### src/rtl/ex_mem_pkg.sv
// Shared types for the EX/MEM boundary: funct3 encodings, skid-buffer states
// and the packed entry that travels from execute into memory.
package ex_mem_pkg;

  localparam int XLEN    = 32;
  localparam int ENTRY_RD_W = 5;

  localparam logic [2:0] F3_B  = 3'b000;
  localparam logic [2:0] F3_H  = 3'b001;
  localparam logic [2:0] F3_W  = 3'b010;
  localparam logic [2:0] F3_BU = 3'b100;
  localparam logic [2:0] F3_HU = 3'b101;

  typedef enum logic [1:0] {
    S_EMPTY = 2'd0,
    S_ONE   = 2'd1,
    S_FULL  = 2'd2
  } state_t;

  typedef struct packed {
    logic [XLEN-1:0]       result;
    logic [XLEN-1:0]       wr_data;
    logic [3:0]            byte_en;
    logic [ENTRY_RD_W-1:0] rd;
    logic [2:0]            funct3;
    logic                  mem_read;
    logic                  mem_write;
    logic                  reg_write;
    logic                  misaligned;
  } entry_t;

endpackage

### src/rtl/ex_mem_stage_store_align.sv
// Combinational store lane alignment: byte enables, replicated write data and
// natural-alignment check for one memory access.
module store_align
  import ex_mem_pkg::*;
(
  input  logic            i_mem_en,
  input  logic [2:0]      i_funct3,
  input  logic [1:0]      i_addr,
  input  logic [XLEN-1:0] i_store_data,
  output logic [3:0]      o_byte_en,
  output logic [XLEN-1:0] o_wr_data,
  output logic            o_misaligned
);

  always_comb begin
    o_byte_en    = 4'b0000;
    o_wr_data    = i_store_data;
    o_misaligned = 1'b0;
    case (i_funct3)
      F3_B, F3_BU: begin
        o_byte_en = 4'b0001 << i_addr;
        o_wr_data = {4{i_store_data[7:0]}};
      end
      F3_H, F3_HU: begin
        o_wr_data = {2{i_store_data[15:0]}};
        if (i_addr[0]) o_misaligned = 1'b1;
        else           o_byte_en    = 4'b0011 << i_addr;
      end
      F3_W: begin
        if (i_addr != 2'b00) o_misaligned = 1'b1;
        else                 o_byte_en    = 4'b1111;
      end
      default: o_misaligned = 1'b1;
    endcase
    // Non-memory ops carry no lanes; a faulting access enables none.
    if (!i_mem_en) begin
      o_byte_en    = 4'b0000;
      o_misaligned = 1'b0;
    end else if (o_misaligned) begin
      o_byte_en = 4'b0000;
    end
  end

endmodule

### src/rtl/ex_mem_stage.sv
// EX/MEM boundary: branch/jump resolution into a registered redirect, store
// alignment at capture, and a 2-entry skid buffer with registered in_ready.
module ex_mem_stage
  import ex_mem_pkg::*;
#(
  parameter int DATA_WIDTH     = 32,
  parameter int REG_ADDR_WIDTH = 5
) (
  input  logic                      clk,
  input  logic                      reset,
  input  logic                      in_valid,
  output logic                      in_ready,
  input  logic [DATA_WIDTH-1:0]     in_alu_result,
  input  logic [DATA_WIDTH-1:0]     in_store_data,
  input  logic [DATA_WIDTH-1:0]     in_pc_plus4,
  input  logic [DATA_WIDTH-1:0]     in_br_target,
  input  logic [REG_ADDR_WIDTH-1:0] in_rd,
  input  logic [2:0]                in_funct3,
  input  logic                      in_mem_read,
  input  logic                      in_mem_write,
  input  logic                      in_reg_write,
  input  logic                      in_branch,
  input  logic                      in_jump,
  output logic                      out_valid,
  input  logic                      out_ready,
  output logic [DATA_WIDTH-1:0]     out_result,
  output logic [DATA_WIDTH-1:0]     out_wr_data,
  output logic [3:0]                out_byte_en,
  output logic                      out_mem_read,
  output logic                      out_mem_write,
  output logic                      out_reg_write,
  output logic [REG_ADDR_WIDTH-1:0] out_rd,
  output logic [2:0]                out_funct3,
  output logic                      out_misaligned,
  output logic                      redirect_valid,
  output logic [DATA_WIDTH-1:0]     redirect_target
);

  if (DATA_WIDTH != XLEN) begin : g_bad_width
    $error("ex_mem_stage: byte-lane logic requires DATA_WIDTH == 32");
  end
  if (REG_ADDR_WIDTH != ENTRY_RD_W) begin : g_bad_rd
    $error("ex_mem_stage: REG_ADDR_WIDTH must match ENTRY_RD_W");
  end

  state_t                r_state;
  state_t                w_state_nxt;
  entry_t                r_main;
  entry_t                r_skid;
  entry_t                w_new;
  logic                  r_in_ready;
  logic                  r_redirect_valid;
  logic [XLEN-1:0]       r_redirect_target;
  logic                  w_accept;
  logic                  w_xfer;
  logic                  w_out_valid;
  logic                  w_is_branch;
  logic                  w_enq;
  logic                  w_taken;
  logic [3:0]            w_byte_en;
  logic [XLEN-1:0]       w_wr_data;
  logic                  w_misaligned;

  assign w_out_valid = (r_state != S_EMPTY);
  assign w_accept    = in_valid & r_in_ready;
  assign w_xfer      = w_out_valid & out_ready;
  assign w_is_branch = in_branch & ~in_jump;
  // Branches resolve here and never occupy a buffer slot.
  assign w_enq       = w_accept & ~w_is_branch;
  assign w_taken     = w_accept & (in_jump | (w_is_branch & in_alu_result[0]));

  store_align u_align (
    .i_mem_en     (in_mem_read | in_mem_write),
    .i_funct3     (in_funct3),
    .i_addr       (in_alu_result[1:0]),
    .i_store_data (in_store_data),
    .o_byte_en    (w_byte_en),
    .o_wr_data    (w_wr_data),
    .o_misaligned (w_misaligned)
  );

  always_comb begin
    w_new            = '0;
    w_new.result     = in_jump ? in_pc_plus4 : in_alu_result;
    w_new.wr_data    = w_wr_data;
    w_new.byte_en    = w_byte_en;
    w_new.rd         = in_rd;
    w_new.funct3     = in_funct3;
    w_new.mem_read   = in_mem_read  & ~w_misaligned;
    w_new.mem_write  = in_mem_write & ~w_misaligned;
    w_new.reg_write  = in_reg_write & ~w_misaligned;
    w_new.misaligned = w_misaligned;
  end

  always_comb begin
    w_state_nxt = r_state;
    case (r_state)
      S_EMPTY: if (w_enq) w_state_nxt = S_ONE;
      S_ONE: begin
        if (w_enq && !w_xfer)      w_state_nxt = S_FULL;
        else if (!w_enq && w_xfer) w_state_nxt = S_EMPTY;
      end
      S_FULL:  if (w_xfer) w_state_nxt = S_ONE;
      default: w_state_nxt = S_EMPTY;
    endcase
  end

  always_ff @(posedge clk or negedge reset) begin
    if (!reset) begin
      r_state    <= S_EMPTY;
      r_in_ready <= 1'b1;
      r_main     <= '0;
      r_skid     <= '0;
    end else begin
      r_state    <= w_state_nxt;
      r_in_ready <= (w_state_nxt != S_FULL);
      if (r_state == S_FULL) begin
        if (w_xfer) r_main <= r_skid;
      end else if (w_enq) begin
        if (r_state == S_ONE && !w_xfer) r_skid <= w_new;
        else                             r_main <= w_new;
      end
    end
  end

  always_ff @(posedge clk or negedge reset) begin
    if (!reset) begin
      r_redirect_valid  <= 1'b0;
      r_redirect_target <= '0;
    end else begin
      r_redirect_valid <= w_taken;
      if (w_taken) r_redirect_target <= in_br_target;
    end
  end

  assign in_ready        = r_in_ready;
  assign out_valid       = w_out_valid;
  assign out_result      = r_main.result;
  assign out_wr_data     = r_main.wr_data;
  assign out_byte_en     = r_main.byte_en;
  assign out_mem_read    = r_main.mem_read;
  assign out_mem_write   = r_main.mem_write;
  assign out_reg_write   = r_main.reg_write;
  assign out_rd          = r_main.rd;
  assign out_funct3      = r_main.funct3;
  assign out_misaligned  = r_main.misaligned;
  assign redirect_valid  = r_redirect_valid;
  assign redirect_target = r_redirect_target;

endmodule
### config.mk
export PLATFORM = sky130hd
export DESIGN_NAME = ex_mem_stage
export DESIGN_NICKNAME = d
export VERILOG_FILES = /design/src/rtl/ex_mem_pkg.sv /design/src/rtl/ex_mem_stage_store_align.sv /design/src/rtl/ex_mem_stage.sv
export SDC_FILE = /design/constraint.sdc
export NUM_CORES = 1
export LEC_CHECK = 0
export ABC_CLOCK_PERIOD_IN_PS = 4670
export BUFFER_PORTS_ARGS = -buffer_cell sky130_fd_sc_hd__clkbuf_2
export CELL_PAD_IN_SITES_DETAIL_PLACEMENT = 1
export CELL_PAD_IN_SITES_GLOBAL_PLACEMENT = 1
export CORE_MARGIN = 2
export CORE_UTILIZATION = 44
export CTS_CLUSTER_SIZE = 30
export DETAILED_ROUTE_END_ITERATION = 8
export PLACE_DENSITY_LB_ADDON = 0.12
export SKIP_CTS_REPAIR_TIMING = 1
export SLEW_MARGIN = 0
export SYNTH_ARGS = -nofsm -noshare
export SYNTH_HDL_FRONTEND = slang
export SYNTH_SLANG_ARGS = --single-unit
export TNS_END_PERCENT = 30
### constraint.sdc
create_clock -name clk -period 4.67 [get_ports clk]
set_input_delay 0.2335 -clock clk [delete_from_list [all_inputs] [get_ports clk]]
set_output_delay 0.2335 -clock clk [all_outputs]
set_load 0.005 [all_outputs]
==> metrics <==
Vias per Instance=5.13; Final Instance Area=11,300 um2; setup TNS=0 ps; Final Setup Violations=0; Die Span X=149 um; Slew Limit Headroom=32.2%; Worst Clk Skew=10.9 ps; global routing usage on met2=36.7%; Crit path max-delay family=compound AO/OA/AOI/OAI gates; register area=4910 um2; synth top area cells=dfrtp_1 53%, mux2_4 12%, nand2_1 9.3%; first-pass GRT wire length=38.4 mm; Seq/Total Area, Yosys=52.8%; most frequent cell after synthesis=nand2_1; initial antenna violation count=2; Yosys Warn Count=0; Die H=149 um; VDD IR max=278 uV; total power=6.22 mW; Antenna Nets Post-Route=0; largest net degree at the start of global routing=113; gr usage total=22.2%; post-synthesis area per instance=11.1 um2; HPWL after detailed placement=16.9 mm; root buf cell=clkbuf_16; top-area cell type share of the netlist area=52.5%; Crit path required time=4990 ps; Die ar.=22,300 um2; Sink Count=196; placed inst area=10,700 um2; Slew Limit Fails=0; Area growth syn-to-layout=21.3%; crit share post-route=64.8%; arrival time worst endpoint=3340 ps; CP Class=flip-flop to flip-flop; synthesized area=9290 um2; gr ovfl total=0; Core ar.=20,900 um2; Reg clk slew, reported paths=80 ps; Int Pwr=4.21 mW; Worst Path Max Fanout=22; outcome=completed; register share of total power=46.3%; number of synthesized flops with an enable pin=0; Hold WS=11.9 ps; DRC viols=0; clk_lat worst skew=440 ps; busiest layer in global routing=met2; met3 GRT Util=4.80%; vias in the first global route=7,107; met1 Track Usage GR=28.9%; via count=6,984; # H-tree levels=4; Layout fillers=2,351; MaxCap Viol Count=0; Async S/R FF share, synth=100%; Clock Path Buffers=2; worst path cell trace=nand2b_1 -> o221ai_4 -> buf_4 -> mux2_4; Net Sw Power=2.01 mW; Pwr Density=552 nW/um2; syn nets=984; Top Ports=260; Nets=1,216; DRT iter0 DRCs=313; Critical Path Sink Type=flip-flop; post-synthesis register bit count=196; top_reg_cell synth=dfrtp_1; number of CTS-inserted buffers=17; Initial Util=44.5%; Post-synth top cells=231 x nand2_1, 195 x dfrtp_1, 123 x o21ai_0; Setup crit start kind=flip-flop; # rows=53; layout cells sized above 1=39.7%; Peak Freq=0.330 GHz; Net Sw Frac=32.3%; final hold viol count=0; slowest stage delay, CP=860 ps; drt pass-1 iters=4; leakage power=5.76 nW; top cell type by total area after synthesis=dfrtp_1; drt total wl=24.6 mm; fin crit period=3030 ps; Worst-Margin Slew=1020 ps; CP max-delay cell=o221ai_4; Worst Path Buf+Inv=1; Hold Path Class=input pin to flip-flop; multi-input logic area=4050 um2; per-cell routed wire length=18.1 um; Comb pwr share=31.3%; RSZ-0062 raised after global routing=no; CTS tree=built; IO buf count=259; Synth Instances=839; Synth cell types=41; GPL Wtd Cong=0.752; Clk pwr share=22.4%
==> placed cells by master, fill, tap and decap left out, types with 2 or more instances in the layout <==
cell type   synthesis  routed
mux2_4             77      77
nor3_1              2       2
clkbuf_2            0     258
nor2_2              2       3
nand3_1             6       6
o21ai_0           123     123
nand2b_1            3       3
dfrtp_1           195     195
or2_2               2       2
mux2_2             40      40
nor2b_1             2       2
clkbuf_16           0      17
nand2_1           231     231
a211oi_1            2       2
a21o_1              2       2
clkinvlp_4          0       3
mux2i_1            57      57
inv_8               0       2
nor2_1              8       7
buf_4               3       9
clkinv_2            0       3
inv_1               4       4
clkinv_4            0       3
inv_6               0       4
diode_2             0       2
a21oi_1             6       6
nor2b_4             1       2
==> metrics by stage <==
step           cells  setup WS [ps]  util (%)
2_1_floorplan    839           2900         -
3_3_place_gp    1326           1690      51.3
3_5_place_dp    1326           1580      51.3
4_1_cts         1358           1580      53.9
5_1_grt         1360           1470      53.9
6_report        1361           1640      53.9
==> worst reg2reg max path: cells and delay by family (launching register included) <==
family / cells / cell delay [ps]
mux: 1 / 360
compound gates: 1 / 870
simple gates: 1 / 680
flops: 1 / 490
buf+inv: 1 / 520
==> path summary, 6_finish.rpt <==
| path | from | to | slack, ps | cells after the start |
|---|---|---|---|---|
| worst max register to register | r_state[0] | out_wr_data[15] | 1640 | 4 |
| min in group asynchronous | reset | out_result[25] | 460 | 2 |
| worst min register to register | r_skid[15] | r_skid[15] | 470 | 2 |
| max in group asynchronous | reset | redirect_target[10] | 2960 | 3 |
| worst min-delay path | in_rd[2] | r_skid[9] | 10 | 3 |
| worst max-delay path | r_state[0] | out_wr_data[15] | 1640 | 4 |
==> cells by family (layout without fill, tap and decap cells) <==
family	count (synthesis)	after routing	share of synthesized area (%)
and+or+nand+nor	264	264	11.4
DFF	196	196	52.8
muxes	174	174	23.4
AOI/OAI and AO/OA	143	143	8.54
buffers and inverters	61	306	3.69
xor gates and xnor gates	1	1	0.0943
other	0	2	0
==> power by group through the flow <==
| stage | clock network [mW] | logic (mW) | registers, mW |
|---|---|---|---|
| 2_1_floorplan | 0 | 1.19 | 2.83 |
| 3_3_place_gp | 0 | 1.89 | 2.87 |
| 3_5_place_dp | 0 | 1.97 | 2.90 |
| 4_1_cts | 1.42 | 1.98 | 2.89 |
| 5_1_grt | 1.49 | 2.15 | 2.97 |
| 6_report | 1.39 | 1.95 | 2.88 |
==> sequential cells by signal, summed over array words and instances, names as in the netlist <==
signal / count
out_misaligned: 1
r_skid: 80
out_reg_write: 1
redirect_target: 32
out_rd: 5
out_mem_write: 1
out_mem_read: 1
out_wr_data: 32
out_result: 32
in_ready: 1
out_byte_en: 4
out_funct3: 3
r_state: 2
redirect_valid: 1
==> routing by layer <==
layer  share of wire [%]  routed length [um]  up-vias
met5                   0                   0        -
met4                 2.7                 656        0
met3                 4.9                1190       37
met2                  49               12000      165
met1                  44               10700     3466
li1                    -                   -     3316
==> final cells by class <==
class                   instances  area share, %
inverters                       4          0.133
clock buffers                  17           3.78
clock inverters                15           1.08
multi-input cells             582           35.9
well taps                     275           3.05
repair buffers                270           12.4
diodes                          2         0.0444
flip-flops and latches        196           43.5
Note: power is estimated with default switching activity, not from simulation.
